`src/rtl/mc_ctrl_fsm_if.sv`:
```
// Memory handshake bundle between the control FSM (master) and the
// instruction/data memory side (slave).
interface mc_ctrl_fsm_if;
    logic imem_req;
    logic imem_ready;
    logic dmem_req;
    logic dmem_ready;
    logic dmem_we;

    modport master (output imem_req, dmem_req, dmem_we, input imem_ready, dmem_ready);
    modport slave  (input imem_req, dmem_req, dmem_we, output imem_ready, dmem_ready);
endinterface

```
`src/rtl/mc_ctrl_fsm.sv`:
```
// Multi-cycle CPU control unit: IF/ID/EX/MEM/WB sequencing with memory
// handshakes, sticky HALT, illegal-opcode flag and retired-instruction counter.
module mc_ctrl_fsm #(
    parameter int OP_W  = 6,
    parameter int CNT_W = 32
) (
    input  logic             clk,
    input  logic             reset,
    mc_ctrl_fsm_if.master    mem,
    input  logic [OP_W-1:0]  opcode,
    input  logic             zero,
    output logic             pc_wre,
    output logic             ir_wre,
    output logic             reg_wre,
    output logic [1:0]       reg_dst,
    output logic             wr_reg_data,
    output logic             mem_to_reg,
    output logic             alu_src_b,
    output logic [2:0]       alu_op,
    output logic             ext_sel,
    output logic             sa_ext,
    output logic [1:0]       pc_src,
    output logic [3:0]       state,
    output logic             halted,
    output logic             illegal,
    output logic [CNT_W-1:0] retired
);
    typedef enum logic [3:0] {
        S_IF = 4'd0, S_ID = 4'd1, S_EXR = 4'd2, S_EXB = 4'd3, S_EXA = 4'd4,
        S_MEM = 4'd5, S_WBR = 4'd6, S_WBL = 4'd7, S_HALT = 4'd8
    } state_t;

    state_t     cur, nxt;
    logic [5:0] op;
    logic       hi_zero, legal;
    logic       legal_op, is_alu, is_imm, is_sll, is_beq, is_lw, is_sw;
    logic       is_j, is_jal, is_jr;
    logic [2:0] alu_fn;
    logic       imem_req, dmem_req, dmem_we;

    assign op = opcode[5:0];

    // Opcode bits above the 6-bit field must be zero for a legal decode.
    if (OP_W > 6) begin : g_hi
        assign hi_zero = ~|opcode[OP_W-1:6];
    end else begin : g_nohi
        assign hi_zero = 1'b1;
    end

    always_comb begin
        legal_op = 1'b1;
        is_alu = 1'b0; is_imm = 1'b0; is_sll = 1'b0; is_beq = 1'b0;
        is_lw = 1'b0;  is_sw = 1'b0;  is_j = 1'b0;   is_jal = 1'b0; is_jr = 1'b0;
        alu_fn = 3'b000;
        case (op)
            6'b000000: is_alu = 1'b1;                                  // add
            6'b000001: begin is_alu = 1'b1; alu_fn = 3'b001; end       // sub
            6'b000010: begin is_alu = 1'b1; is_imm = 1'b1; end         // addi
            6'b010000: begin is_alu = 1'b1; alu_fn = 3'b101; end       // or
            6'b010001: begin is_alu = 1'b1; alu_fn = 3'b110; end       // and
            6'b010010: begin is_alu = 1'b1; is_imm = 1'b1; alu_fn = 3'b101; end
            6'b011000: begin is_alu = 1'b1; is_sll = 1'b1; alu_fn = 3'b100; end
            6'b100000: is_alu = 1'b1;                                  // move
            6'b100111: begin is_alu = 1'b1; alu_fn = 3'b010; end       // slt
            6'b110000: is_sw  = 1'b1;
            6'b110001: is_lw  = 1'b1;
            6'b110100: is_beq = 1'b1;
            6'b111000: is_j   = 1'b1;
            6'b111001: is_jr  = 1'b1;
            6'b111010: is_jal = 1'b1;
            6'b111111: ;                                               // halt
            default:   legal_op = 1'b0;
        endcase
    end

    assign legal = hi_zero & legal_op;

    always_comb begin
        nxt = cur;
        imem_req = 1'b0; dmem_req = 1'b0; dmem_we = 1'b0;
        pc_wre = 1'b0; ir_wre = 1'b0; reg_wre = 1'b0; reg_dst = 2'b10;
        wr_reg_data = 1'b0; mem_to_reg = 1'b0; alu_src_b = 1'b0; alu_op = 3'b000;
        ext_sel = 1'b0; sa_ext = 1'b0; pc_src = 2'b00; halted = 1'b0;
        case (cur)
            S_IF: begin
                imem_req = 1'b1;
                if (mem.imem_ready) begin
                    ir_wre = 1'b1;
                    nxt    = S_ID;
                end
            end
            S_ID: begin
                if (!legal) nxt = S_HALT;
                else begin
                    ext_sel = is_imm | is_beq | is_lw | is_sw;
                    if (is_alu)              nxt = S_EXR;
                    else if (is_beq)         nxt = S_EXB;
                    else if (is_lw || is_sw) nxt = S_EXA;
                    else if (is_j || is_jal) begin
                        pc_wre = 1'b1; pc_src = 2'b11; nxt = S_IF;
                        if (is_jal) begin
                            reg_wre = 1'b1; reg_dst = 2'b00;
                        end
                    end else if (is_jr) begin
                        pc_wre = 1'b1; pc_src = 2'b10; nxt = S_IF;
                    end else nxt = S_HALT;
                end
            end
            S_EXR: begin
                alu_op    = alu_fn;
                alu_src_b = is_imm | is_sll;
                sa_ext    = is_sll;
                nxt       = S_WBR;
            end
            S_EXB: begin
                alu_op = 3'b001;
                pc_wre = 1'b1;
                pc_src = zero ? 2'b01 : 2'b00;
                nxt    = S_IF;
            end
            S_EXA: begin
                alu_src_b = 1'b1;
                nxt       = S_MEM;
            end
            S_MEM: begin
                dmem_req = 1'b1;
                dmem_we  = is_sw;
                if (mem.dmem_ready) begin
                    pc_wre = is_sw;
                    nxt    = is_sw ? S_IF : S_WBL;
                end
            end
            S_WBR: begin
                reg_wre = 1'b1; pc_wre = 1'b1; wr_reg_data = 1'b1;
                reg_dst = is_imm ? 2'b01 : 2'b10;
                nxt     = S_IF;
            end
            S_WBL: begin
                reg_wre = 1'b1; pc_wre = 1'b1; wr_reg_data = 1'b1;
                mem_to_reg = 1'b1; reg_dst = 2'b01;
                nxt = S_IF;
            end
            S_HALT:  halted = 1'b1;
            default: nxt = S_IF;
        endcase
    end

    assign mem.imem_req = imem_req;
    assign mem.dmem_req = dmem_req;
    assign mem.dmem_we  = dmem_we;
    assign state        = cur;

    always_ff @(posedge clk) begin
        if (reset) begin
            cur     <= S_IF;
            retired <= '0;
            illegal <= 1'b0;
        end else begin
            cur <= nxt;
            if (pc_wre) retired <= retired + CNT_W'(1);
            if (cur == S_ID && !legal) illegal <= 1'b1;
        end
    end
endmodule
```
`src/flat_wrapper.sv`:
```
// flat-port wrapper written by rule: the top's interface ports become plain ports
module mc_ctrl_fsm_flat 
#(
    parameter int OP_W  = 6,
    parameter int CNT_W = 32
)
  (clk, reset, opcode, zero, pc_wre, ir_wre, reg_wre, reg_dst, wr_reg_data, mem_to_reg, alu_src_b, alu_op, ext_sel, sa_ext, pc_src, state, halted, illegal, retired, mem_imem_req, mem_dmem_req, mem_dmem_we, mem_imem_ready, mem_dmem_ready);
  mc_ctrl_fsm_if mem_i ();
  input  logic clk;
  input  logic reset;
  input  logic [OP_W-1:0] opcode;
  input  logic zero;
  output logic pc_wre;
  output logic ir_wre;
  output logic reg_wre;
  output logic [1:0] reg_dst;
  output logic wr_reg_data;
  output logic mem_to_reg;
  output logic alu_src_b;
  output logic [2:0] alu_op;
  output logic ext_sel;
  output logic sa_ext;
  output logic [1:0] pc_src;
  output logic [3:0] state;
  output logic halted;
  output logic illegal;
  output logic [CNT_W-1:0] retired;
  output wire logic [$bits(mem_i.imem_req)-1:0] mem_imem_req;
  output wire logic [$bits(mem_i.dmem_req)-1:0] mem_dmem_req;
  output wire logic [$bits(mem_i.dmem_we)-1:0] mem_dmem_we;
  input wire logic [$bits(mem_i.imem_ready)-1:0] mem_imem_ready;
  input wire logic [$bits(mem_i.dmem_ready)-1:0] mem_dmem_ready;
  assign mem_imem_req = mem_i.imem_req;
  assign mem_dmem_req = mem_i.dmem_req;
  assign mem_dmem_we = mem_i.dmem_we;
  assign mem_i.imem_ready = mem_imem_ready;
  assign mem_i.dmem_ready = mem_dmem_ready;
  mc_ctrl_fsm #(.OP_W(OP_W), .CNT_W(CNT_W)) u_core (.clk(clk), .reset(reset), .mem(mem_i), .opcode(opcode), .zero(zero), .pc_wre(pc_wre), .ir_wre(ir_wre), .reg_wre(reg_wre), .reg_dst(reg_dst), .wr_reg_data(wr_reg_data), .mem_to_reg(mem_to_reg), .alu_src_b(alu_src_b), .alu_op(alu_op), .ext_sel(ext_sel), .sa_ext(sa_ext), .pc_src(pc_src), .state(state), .halted(halted), .illegal(illegal), .retired(retired));
endmodule
```
`config.mk`:
```
export PLATFORM = sky130hd
export DESIGN_NAME = mc_ctrl_fsm_flat
export DESIGN_NICKNAME = d
export VERILOG_FILES = /design/src/rtl/mc_ctrl_fsm_if.sv /design/src/rtl/mc_ctrl_fsm.sv /design/src/flat_wrapper.sv
export SDC_FILE = /design/constraint.sdc
export NUM_CORES = 1
export LEC_CHECK = 0
export ABC_AREA = 1
export CAP_MARGIN = 10
export CORE_MARGIN = 2
export CORE_UTILIZATION = 32
export DETAILED_ROUTE_END_ITERATION = 12
export PLACE_DENSITY = 0.66
export SETUP_SLACK_MARGIN = 0.05
export SYNTH_ARGS = -nofsm -noshare
export SYNTH_HDL_FRONTEND = slang
export SYNTH_SLANG_ARGS = --single-unit
```
`constraint.sdc`:
```
create_clock -name clk -period 1.5 [get_ports clk]
set_clock_uncertainty 0.15 [all_clocks]
set_input_delay 0.225 -clock clk [delete_from_list [all_inputs] [get_ports clk]]
set_output_delay 0.225 -clock clk [all_outputs]
set_load 0.005 [all_outputs]
```
==> flow_summary.json, run 1 <==
{
  "status": "complete, but fails checks",
  "violations": "negative setup slack",
  "area_delta_synth_final_pct": 88.6,
  "synth.most_common_cell": "nand2_1",
  "critPathLaunchType": "register",
  "cts_made_buffers": 5,
  "power.total_mw": 3.03,
  "port_buffers": 66,
  "coreArea_um2": 8220,
  "cts.sinks": 37,
  "ios": 67,
  "synth_area_per_cell_um2": 5.76,
  "hpwlAfterDp_mm": 7.20,
  "p_leak_nw": 2.49,
  "synthFlopType": "dfxtp_1",
  "dr.first_iter.drc_count": 278,
  "grt_pass1_wl_mm": 17.4,
  "die-area_um2": 9270,
  "multi_input_area_um2": 2020,
  "seqCellArea_um2": 811,
  "synth_area_leaders": "dfxtp_1 (27%), nand2_1 (21%), nor2_1 (13%)",
  "endpoint_kind": "primary output",
  "worst_pin_slew_ns": 0.285,
  "synthCells": 473,
  "nNetsFinal": 701,
  "die_w_um": 96.3,
  "drt_first_pass_iters": 5,
  "syn-num-nets": 485,
  "r2r-end": "u_core.retired[12]$_SDFFE_PP0P_",
  "rows": 33,
  "fin_ws_ns": -0.385,
  "setup-violations-final": 54,
  "ys_async_sr_fraction": 0,
  "cts_root_buf": "clkbuf_8",
  "drc": 0,
  "ys_warn_count": 0,
  "path_clk_slew_ns": 0.08,
  "yosysUniqueCellTypes": 28,
  "yosys_register_bits": 37,
  "worstSetupPathType": "reg -> out",
  "hold_viol": 0,
  "tritoncts": "done",
  "gp_congestion": 0.897,
  "cap_violations": 0,
  "crit_fanout": 3,
  "ys_seq_area_frac": 0.272,
  "final.min_clock_period_ns": 1.89,
  "die_h_um": 96.3,
  "reg2reg_depth": 11,
  "peakVddDrop_v": 0.000504,
  "start_util": 0.332,
  "slew_headroom": 0.809,
  "htree_levels": 2,
  "rr_startpoint": "u_core.state[3]$_SDFFE_PP0P_",
  "synth_edf_count": 0,
  "powerDensity_nw_per_um2": 589,
  "ctsHoldBuffers": 0,
  "slew_viol_final": 0,
  "min_to": "u_core.illegal$_SDFFE_PP0P_",
  "viasPerCell": 5.05,
  "drive_above_1_share": 0.438,
  "synth_top_area_cell": "dfxtp_1",
  "synthTopCellsByCount": "nand2_1 (150), nor2_1 (91), inv_1 (47)",
  "diodes": 0,
  "routedWlPerCell_um": 14.4,
  "vias": 4018,
  "holdPathStages": 2,
  "cts_max_path_buffers": 2,
  "wirelength_mm": 11.4,
  "clk_latency_ns": 0.30,
  "holdCritPathClass": "reg -> reg",
  "grt_overflow": 0,
  "hold_start": "u_core.illegal$_SDFFE_PP0P_",
  "synth.top_cell.area_share": 0.272,
  "worst_ep_required_time_ns": 1.12,
  "worstPathArrival_ns": 1.51,
  "fin_util": 0.625,
  "rsz0062_at_grt": "yes",
  "timing.fmax_ghz": 0.530,
  "syn_area_um2": 2720,
  "grt_antenna_before_repair": 0,
  "nFillCells": 692,
  "finalCritPeriodShare": 1.26,
  "grt_max_degree": 22,
  "critPathLaunch": "u_core.state[2]$_SDFFE_PP0P_",
  "track_usage": 0.242,
  "ant_nets": 0,
  "grt_pass1_vias": 3806,
  "r2r_slack_ns": -0.30
}
## through the flow
stage / hold WS, ns / worst slack [ns] / std cells / setup TNS, ns / cell area [um^2]
3_5_place_dp: 0.308 / -0.853 / 726 / -35.69 / 4250
6_report: 0.312 / -0.385 / 795 / -12.68 / 5140
5_1_grt: 0.335 / -0.441 / 795 / -17.02 / 5140
3_3_place_gp: 0.288 / -0.809 / 726 / -33.19 / 4250
4_1_cts: 0.317 / -0.368 / 784 / -12.89 / 4960
2_1_floorplan: 0.262 / 0.0159 / 473 / 0 / 2830
## state kept, by name (all words and copies together) (netlist names)
signal          cells
u_core.retired     32
u_core.state        4
u_core.illegal      1
## where the power goes
part	switching, mW	internal (mW)	total, mW
Sequential	0.0379	0.999	1.04
Clock	0.413	0.543	0.956
Combinational	0.486	0.546	1.03
## final cells by class
cell class | count | share of cell area
Inverter | 49 | 0.0368
Clock inverter | 2 | 0.00706
Tap cell | 105 | 0.0256
Multi-Input combinational cell | 374 | 0.394
Sequential cell | 37 | 0.158
Timing Repair Buffer | 222 | 0.363
Clock buffer | 6 | 0.0161
## cells by family (layout without fill, tap and decap cells)
| group | Yosys count | count (layout) | share of synthesized area |
|---|---|---|---|
| and+or+nand+nor | 315 | 315 | 0.507 |
| buffers and inverters | 62 | 279 | 0.0923 |
| adders and majority gates | 1 | 1 | 0.00459 |
| xor gates and xnor gates | 11 | 11 | 0.0354 |
| AOI/OAI and AO/OA | 47 | 47 | 0.0887 |
| DFF | 37 | 37 | 0.272 |
## per-layer routing
| layer | wire length, um | global-route usage | vias to the layer above | share of wire |
|---|---|---|---|---|
| met1 | 4800 | 0.304 | 1845 | 0.42 |
| met4 | 285 | 0.0690 | 0 | 0.025 |
| li1 | - | - | 1963 | - |
| met5 | 0 | 0 | - | 0 |
| met3 | 701 | 0.0313 | 28 | 0.061 |
| met2 | 5650 | 0.429 | 182 | 0.49 |
## timing repair
action                                  CTS  global route
pin swaps                                20            20
buffers inserted                         50            12
gates resized for setup                 216            52
gates cloned                              2             0
endpoints found under the setup margin   93            59
## worst max-delay path, stage by stage, from the launching register on
cell     delay (ns)
dfxtp_2        0.35
buf_4          0.15
nand2_4        0.08
inv_2          0.06
buf_4          0.13
nand2_1        0.11
inv_1          0.07
nor2_2         0.09
o21ai_1        0.06
buf_2          0.12
## how the worst max path moves through the flow
stage                     slack (ns)  depth (start not counted)                         endpoint
after global routing           -0.44                          9                        alu_src_b
after detailed placement       -0.85                          8                           pc_wre
after global placement         -0.81                          8                           pc_wre
after floorplan                 0.02                          9  u_core.retired[20]$_SDFFE_PP0P_
after CTS                      -0.37                          9                        alu_src_b
final                          -0.39                          9                        alu_src_b
## placed cells by master (no fill, tap or decap), types with 10 or more instances in the layout
master / instances
inv_1: 37
dfxtp_4: 10
buf_6: 19
buf_4: 133
nor2_1: 70
nand2_1: 139
nand4_1: 24
nand3_2: 11
nand3b_1: 11
nand3_1: 16
nor2_4: 10
dfxtp_2: 26
nor2_2: 13
dlygate4sd2_1: 34
buf_2: 11
a21oi_1: 29
(Power assumes the default switching activity.)
==> inputs of run 2 (changes only) <==
==> constraint.sdc (replaced) <==
create_clock -name clk -period 1.5 [get_ports clk]
set_clock_uncertainty 0.15 [all_clocks]
set_input_delay 0.3 -clock clk [delete_from_list [all_inputs] [get_ports clk]]
set_output_delay 0.3 -clock clk [all_outputs]
set_load 0.005 [all_outputs]
==> run 2 against run 1 <==
Against the previous run: the flow finishes with violations (design-rule violations, negative setup slack); global-route usage increased by 1.5 points; power fell by 9.7%; setup slack got worse by 0.089 ns; sequential share of layout area decreased by 0.32 points; cell area grew 3.2%; sequential power about the same; combinational power barely moved; critical path type is now reg -> reg; critical endpoint is now u_core.retired[14]$_SDFFE_PP0P_; highest routed layer unchanged.
==> flow_summary.json, run 2 (synthesis results as in run 1) <==
{
  "status": "complete, but fails checks",
  "violations": "design-rule violations, negative setup slack",
  "rows": 33,
  "start_util": 0.332,
  "cts_max_path_buffers": 2,
  "die-area_um2": 9270,
  "ctsHoldBuffers": 0,
  "hpwlAfterDp_mm": 7.48,
  "p_leak_nw": 2.47,
  "routedWlPerCell_um": 14.9,
  "dr.first_iter.drc_count": 295,
  "worst_pin_slew_ns": 0.250,
  "die_h_um": 96.3,
  "critPathLaunchType": "register",
  "hold_slack_ns": 0.311,
  "finalCritPeriodShare": 1.32,
  "rsz0062_at_grt": "yes",
  "ios": 67,
  "clk_latency_ns": 0.30,
  "grt_overflow": 0,
  "endpoint_kind": "register",
  "grt_max_degree": 22,
  "setup-violations-final": 55,
  "drc": 2,
  "largest_register_ffs": 32,
  "grt_pass1_vias": 4104,
  "timing.fmax_ghz": 0.506,
  "drt_first_pass_iters": 9,
  "ant_nets": 0,
  "postLayoutCellArea_um2": 5300,
  "htree_levels": 2,
  "cts_made_buffers": 5,
  "die_w_um": 96.3,
  "gp_congestion": 0.917,
  "drive_above_1_share": 0.454,
  "dpl_cell_area_um2": 4240,
  "peakVddDrop_v": 0.000457,
  "fin_ws_ns": -0.474,
  "crit_fanout": 5,
  "holdCritPathClass": "reg -> reg",
  "vias": 4091,
  "hold_viol": 0,
  "cts_root_buf": "clkbuf_8",
  "diodes": 0,
  "grt_pass1_wl_mm": 18.7,
  "path_clk_slew_ns": 0.08,
  "worstPathArrival_ns": 2.01,
  "final_cell_mix": "nand2_1 (133), buf_4 (107), nor2_1 (70)",
  "nNetsFinal": 692,
  "port_buffers": 66,
  "slew_viol_final": 0,
  "worstSetupPathType": "reg -> reg",
  "cts.sinks": 37,
  "grt_antenna_before_repair": 0,
  "powerDensity_nw_per_um2": 515,
  "area_delta_synth_final_pct": 94.6,
  "cap_violations": 0,
  "tritoncts": "done",
  "viasPerCell": 5.20,
  "wirelength_mm": 11.7,
  "worst_ep_required_time_ns": 1.53,
  "layout_commonest_cell": "nand2_1",
  "preCtsSetupSlack_ns": -0.993,
  "top_register": "u_core.retired",
  "slew_headroom": 0.833,
  "coreArea_um2": 8220,
  "final.min_clock_period_ns": 1.97,
  "track_usage": 0.257
}
[run 2: changes by cell type in the layout (fill, tap and decap cells not counted), sizes merged]
cell and delta:
inv -1, dlygate4sd2 -13, clkdlybuf4s15 +11, bufinv -1, clkbuf -3, buf -2
[run 2: final cells by class]
| type | count | area, um^2 |
|---|---|---|
| Clock buffer | 8 | 80.1 |
| Fill cell | 672 | 2920 |
| Inverter | 49 | 191 |
| Multi-Input combinational cell | 374 | 2100 |
| Sequential cell | 37 | 820 |
| Tap cell | 105 | 131 |
| Timing Repair Buffer | 213 | 1980 |
[run 2: routing by layer]
layer  GRT usage  vias to the layer above  wire (um)
met4      0.0869                        0        321
met1       0.279                     1959       4540
li1            -                     1946          -
met2       0.488                      150       6080
met5           0                        -          0
met3      0.0525                       36        735
[run 2: timing repair]
item,in CTS,in global routing
gates resized for setup,325,15
endpoints found under the setup margin,93,65
pin swaps,45,6
buffers inserted,51,5
gates cloned,6,0
[run 2: worst max-delay path, stage by stage, from the launching register on]
cell	delay [ns]
dfxtp_2	0.35
nor2_4	0.15
inv_2	0.08
nor2_8	0.12
nand4_4	0.10
buf_6	0.14
buf_6	0.11
buf_6	0.11
buf_12	0.14
buf_12	0.13
buf_16	0.12
nand4_1	0.09
a21oi_1	0.09
[run 2: power by group]
group | internal [mW] | leakage (nW) | total, mW | switching [mW]
registers | 0.993 | 0.320 | 1.03 | 0.0384
logic | 0.524 | 2.11 | 0.998 | 0.474
clock network | 0.331 | 0.0395 | 0.702 | 0.371
total | 1.85 | 2.47 | 2.73 | 0.884
[run 2: metrics by stage]
stage	TNS (ns)	utilization	total power, mW	std cells
after floorplan	0	-	1.36	473
after global placement	-41.23	0.516	1.72	722
after detailed placement	-43.37	0.516	1.73	722
after CTS	-15.65	0.640	2.68	783
after global routing	-20.75	0.645	2.86	786
final	-16.55	0.645	2.73	786
[run 2: worst paths after layout]
| kind | slack [ns] | start | cells past startpoint | endpoint |
|---|---|---|---|---|
| worst max register to register | -0.47 | u_core.state[2]$_SDFFE_PP0P_ | 12 | u_core.retired[14]$_SDFFE_PP0P_ |
| worst max-delay path | -0.47 | u_core.state[2]$_SDFFE_PP0P_ | 12 | u_core.retired[14]$_SDFFE_PP0P_ |
| worst min register to register | 0.31 | u_core.illegal$_SDFFE_PP0P_ | 2 | u_core.illegal$_SDFFE_PP0P_ |
| worst min-delay path | 0.31 | u_core.illegal$_SDFFE_PP0P_ | 2 | u_core.illegal$_SDFFE_PP0P_ |
==> inputs of run 3 (changes only) <==
--- a/config.mk
+++ b/config.mk
@@ -8,10 +8,11 @@
 export ABC_AREA = 1
 export CAP_MARGIN = 10
 export CORE_MARGIN = 2
-export CORE_UTILIZATION = 32
+export CORE_UTILIZATION = 45
 export DETAILED_ROUTE_END_ITERATION = 12
-export PLACE_DENSITY = 0.66
+export PLACE_DENSITY = 0.85
 export SETUP_SLACK_MARGIN = 0.05
 export SYNTH_ARGS = -nofsm -noshare
 export SYNTH_HDL_FRONTEND = slang
 export SYNTH_SLANG_ARGS = --single-unit
+export TNS_END_PERCENT = 5
==> constraint.sdc (replaced) <==
create_clock -name clk -period 1.6 [get_ports clk]
set_clock_uncertainty 0.15 [all_clocks]
set_input_delay 0.32 -clock clk [delete_from_list [all_inputs] [get_ports clk]]
set_output_delay 0.32 -clock clk [all_outputs]
set_load 0.005 [all_outputs]
==> run 3 against run 2 <==
Against the previous run: the flow finishes with violations (negative setup slack); global-route usage up 5.3 points; non-clock buffer count down 68; highest routed layer unchanged; register-to-register slack better by 0.28 ns; hold slack better by 0.048 ns; largest cell class unchanged; critical endpoint is now pc_wre; die area down 28%.
==> flow_summary.json, run 3 (synthesis results as in run 1) <==
{
  "viasPerCell": 5.74,
  "worstSetupPathType": "in -> out",
  "ios": 67,
  "power_frac_clock": 0.293,
  "port_buffers": 66,
  "worst_ep_required_time_ns": 1.13,
  "hold_slack_ns": 0.359,
  "die_w_um": 81.8,
  "cp_slowest_cell": "clkdlybuf4s15_2",
  "setup_tns_ns": -9.23,
  "power.total_mw": 2.52,
  "critPathLaunchType": "primary input",
  "wirelength_mm": 10.8,
  "grtUsageMet1": 0.410,
  "largest_register_ffs": 32,
  "timing.fmax_ghz": 0.503,
  "p_sw_mw": 0.811,
  "cap_violations": 0,
  "final_cells": 688,
  "preCtsSetupSlack_ns": -0.945,
  "drive_above_1_share": 0.375,
  "endpoint_kind": "primary output",
  "powerDensity_nw_per_um2": 571,
  "fin_ws_ns": -0.389,
  "path_delay_family": "simple AND/OR/NAND/NOR gates",
  "grtUsageMet3": 0.0407,
  "routedWlPerCell_um": 15.7,
  "met2_usage": 0.516,
  "holdCritPathClass": "reg -> reg",
  "worst_pin_slew_ns": 0.293,
  "peakVddDrop_v": 0.000571,
  "slew_viol_final": 0,
  "dp.cells": 669,
  "rows": 28,
  "final_cell_mix": "nand2_1 (138), buf_4 (69), nor2_1 (67)",
  "hpwlAfterDp_mm": 6.91,
  "die_h_um": 81.8,
  "busiest_layer": "met2",
  "crit_fanout": 5,
  "swShare": 0.322,
  "ant_nets": 0,
  "final.min_clock_period_ns": 1.99,
  "path_cells": "clkdlybuf4s15_2 > buf_6 > nor2_4 > buf_6 > nand2_1 > nor2_2 > nand3_2 > nand3_2 > buf_2",
  "comb_power_share": 0.321,
  "slew_headroom": 0.804,
  "grt_pass1_vias": 3487,
  "top_register": "u_core.retired",
  "coreArea_um2": 5890,
  "start_util": 0.463,
  "fin_util": 0.748,
  "worstPathArrival_ns": 1.52,
  "nFillCells": 438,
  "cts_root_buf": "clkbuf_8",
  "multi_input_area_um2": 2040,
  "grt_max_degree": 41,
  "hold_viol": 0,
  "cts_made_buffers": 5,
  "seqPwrFrac": 0.386,
  "drc": 0,
  "drt_first_pass_iters": 5,
  "track_usage": 0.310,
  "grt_antenna_before_repair": 0,
  "slowest_delay_ns": 0.20,
  "path_clk_slew_ns": 0.07,
  "internal_power_mw": 1.71,
  "postLayoutCellArea_um2": 4400,
  "cts.sinks": 37,
  "tritoncts": "done",
  "dr.first_iter.drc_count": 415,
  "cts_max_path_buffers": 2,
  "ctsHoldBuffers": 0,
  "vias": 3949,
  "seqCellArea_um2": 816,
  "dpl_cell_area_um2": 3950,
  "rsz0062_at_grt": "yes",
  "diodes": 0,
  "area_delta_synth_final_pct": 61.6,
  "cp_num_buf_inv": 4,
  "die-area_um2": 6690,
  "clk_latency_ns": 0.30,
  "gp_congestion": 1.07,
  "p_leak_nw": 2.05,
  "violations": "negative setup slack",
  "setup-violations-final": 54,
  "htree_levels": 2,
  "grt_pass1_wl_mm": 16.2,
  "finalCritPeriodShare": 1.24,
  "grt_overflow": 0,
  "nNetsFinal": 624,
  "layout_commonest_cell": "nand2_1",
  "status": "complete, but fails checks"
}
run 3: cell count changes in the layout (fill, tap and decap cells not counted), moves of 7 or more:
cell / before / now
dlygate4sd2_1: 21 / 36
clkdlybuf4s15_1: 12 / 0
buf_4: 107 / 69
buf_6: 32 / 11
buf_12: 8 / 1
run 3: path summary, 6_finish.rpt:
kind | from | end | slack [ns] | cells past startpoint
setup / recovery | opcode[3] | pc_wre | -0.39 | 9
hold / removal | u_core.illegal$_SDFFE_PP0P_ | u_core.illegal$_SDFFE_PP0P_ | 0.36 | 2
setup reg to reg | u_core.state[2]$_SDFFE_PP0P_ | u_core.retired[14]$_SDFFE_PP0P_ | -0.19 | 6
hold reg to reg | u_core.illegal$_SDFFE_PP0P_ | u_core.illegal$_SDFFE_PP0P_ | 0.36 | 2
run 3: repair_timing:
| action | 4_1_cts | 5_1_grt |
|---|---|---|
| pin swaps | 17 | 12 |
| buffers inserted | 11 | 0 |
| resized for setup | 219 | 63 |
| endpoints found under the setup margin | 93 | 57 |
run 3: metal layers:
layer / up-vias / share of wire
li1: 1807 / -
met5: - / 0
met2: 283 / 0.46
met1: 1785 / 0.39
met3: 74 / 0.090
met4: 0 / 0.055
run 3: final cells by class:
class                           instances  area share
Clock buffer                            7      0.0219
Multi-Input combinational cell        374       0.462
Inverter                               49      0.0440
Clock inverter                          1     0.00114
Sequential cell                        37       0.185
Tap cell                               75      0.0213
Timing Repair Buffer                  145       0.264
run 3: power groups by stage:
| stage | clock network (mW) | registers [mW] | logic, mW |
|---|---|---|---|
| 2_1_floorplan | 0 | 0.999 | 0.265 |
| 3_3_place_gp | 0 | 0.989 | 0.619 |
| 3_5_place_dp | 0 | 0.991 | 0.634 |
| 4_1_cts | 0.744 | 0.968 | 0.729 |
| 5_1_grt | 0.772 | 0.971 | 0.853 |
| 6_report | 0.736 | 0.971 | 0.808 |
run 3: worst min-delay path, stage by stage, from the launching register on:
cell and delay (ns):
dfxtp_1 0.32, inv_1 0.07, a21oi_1 0.07
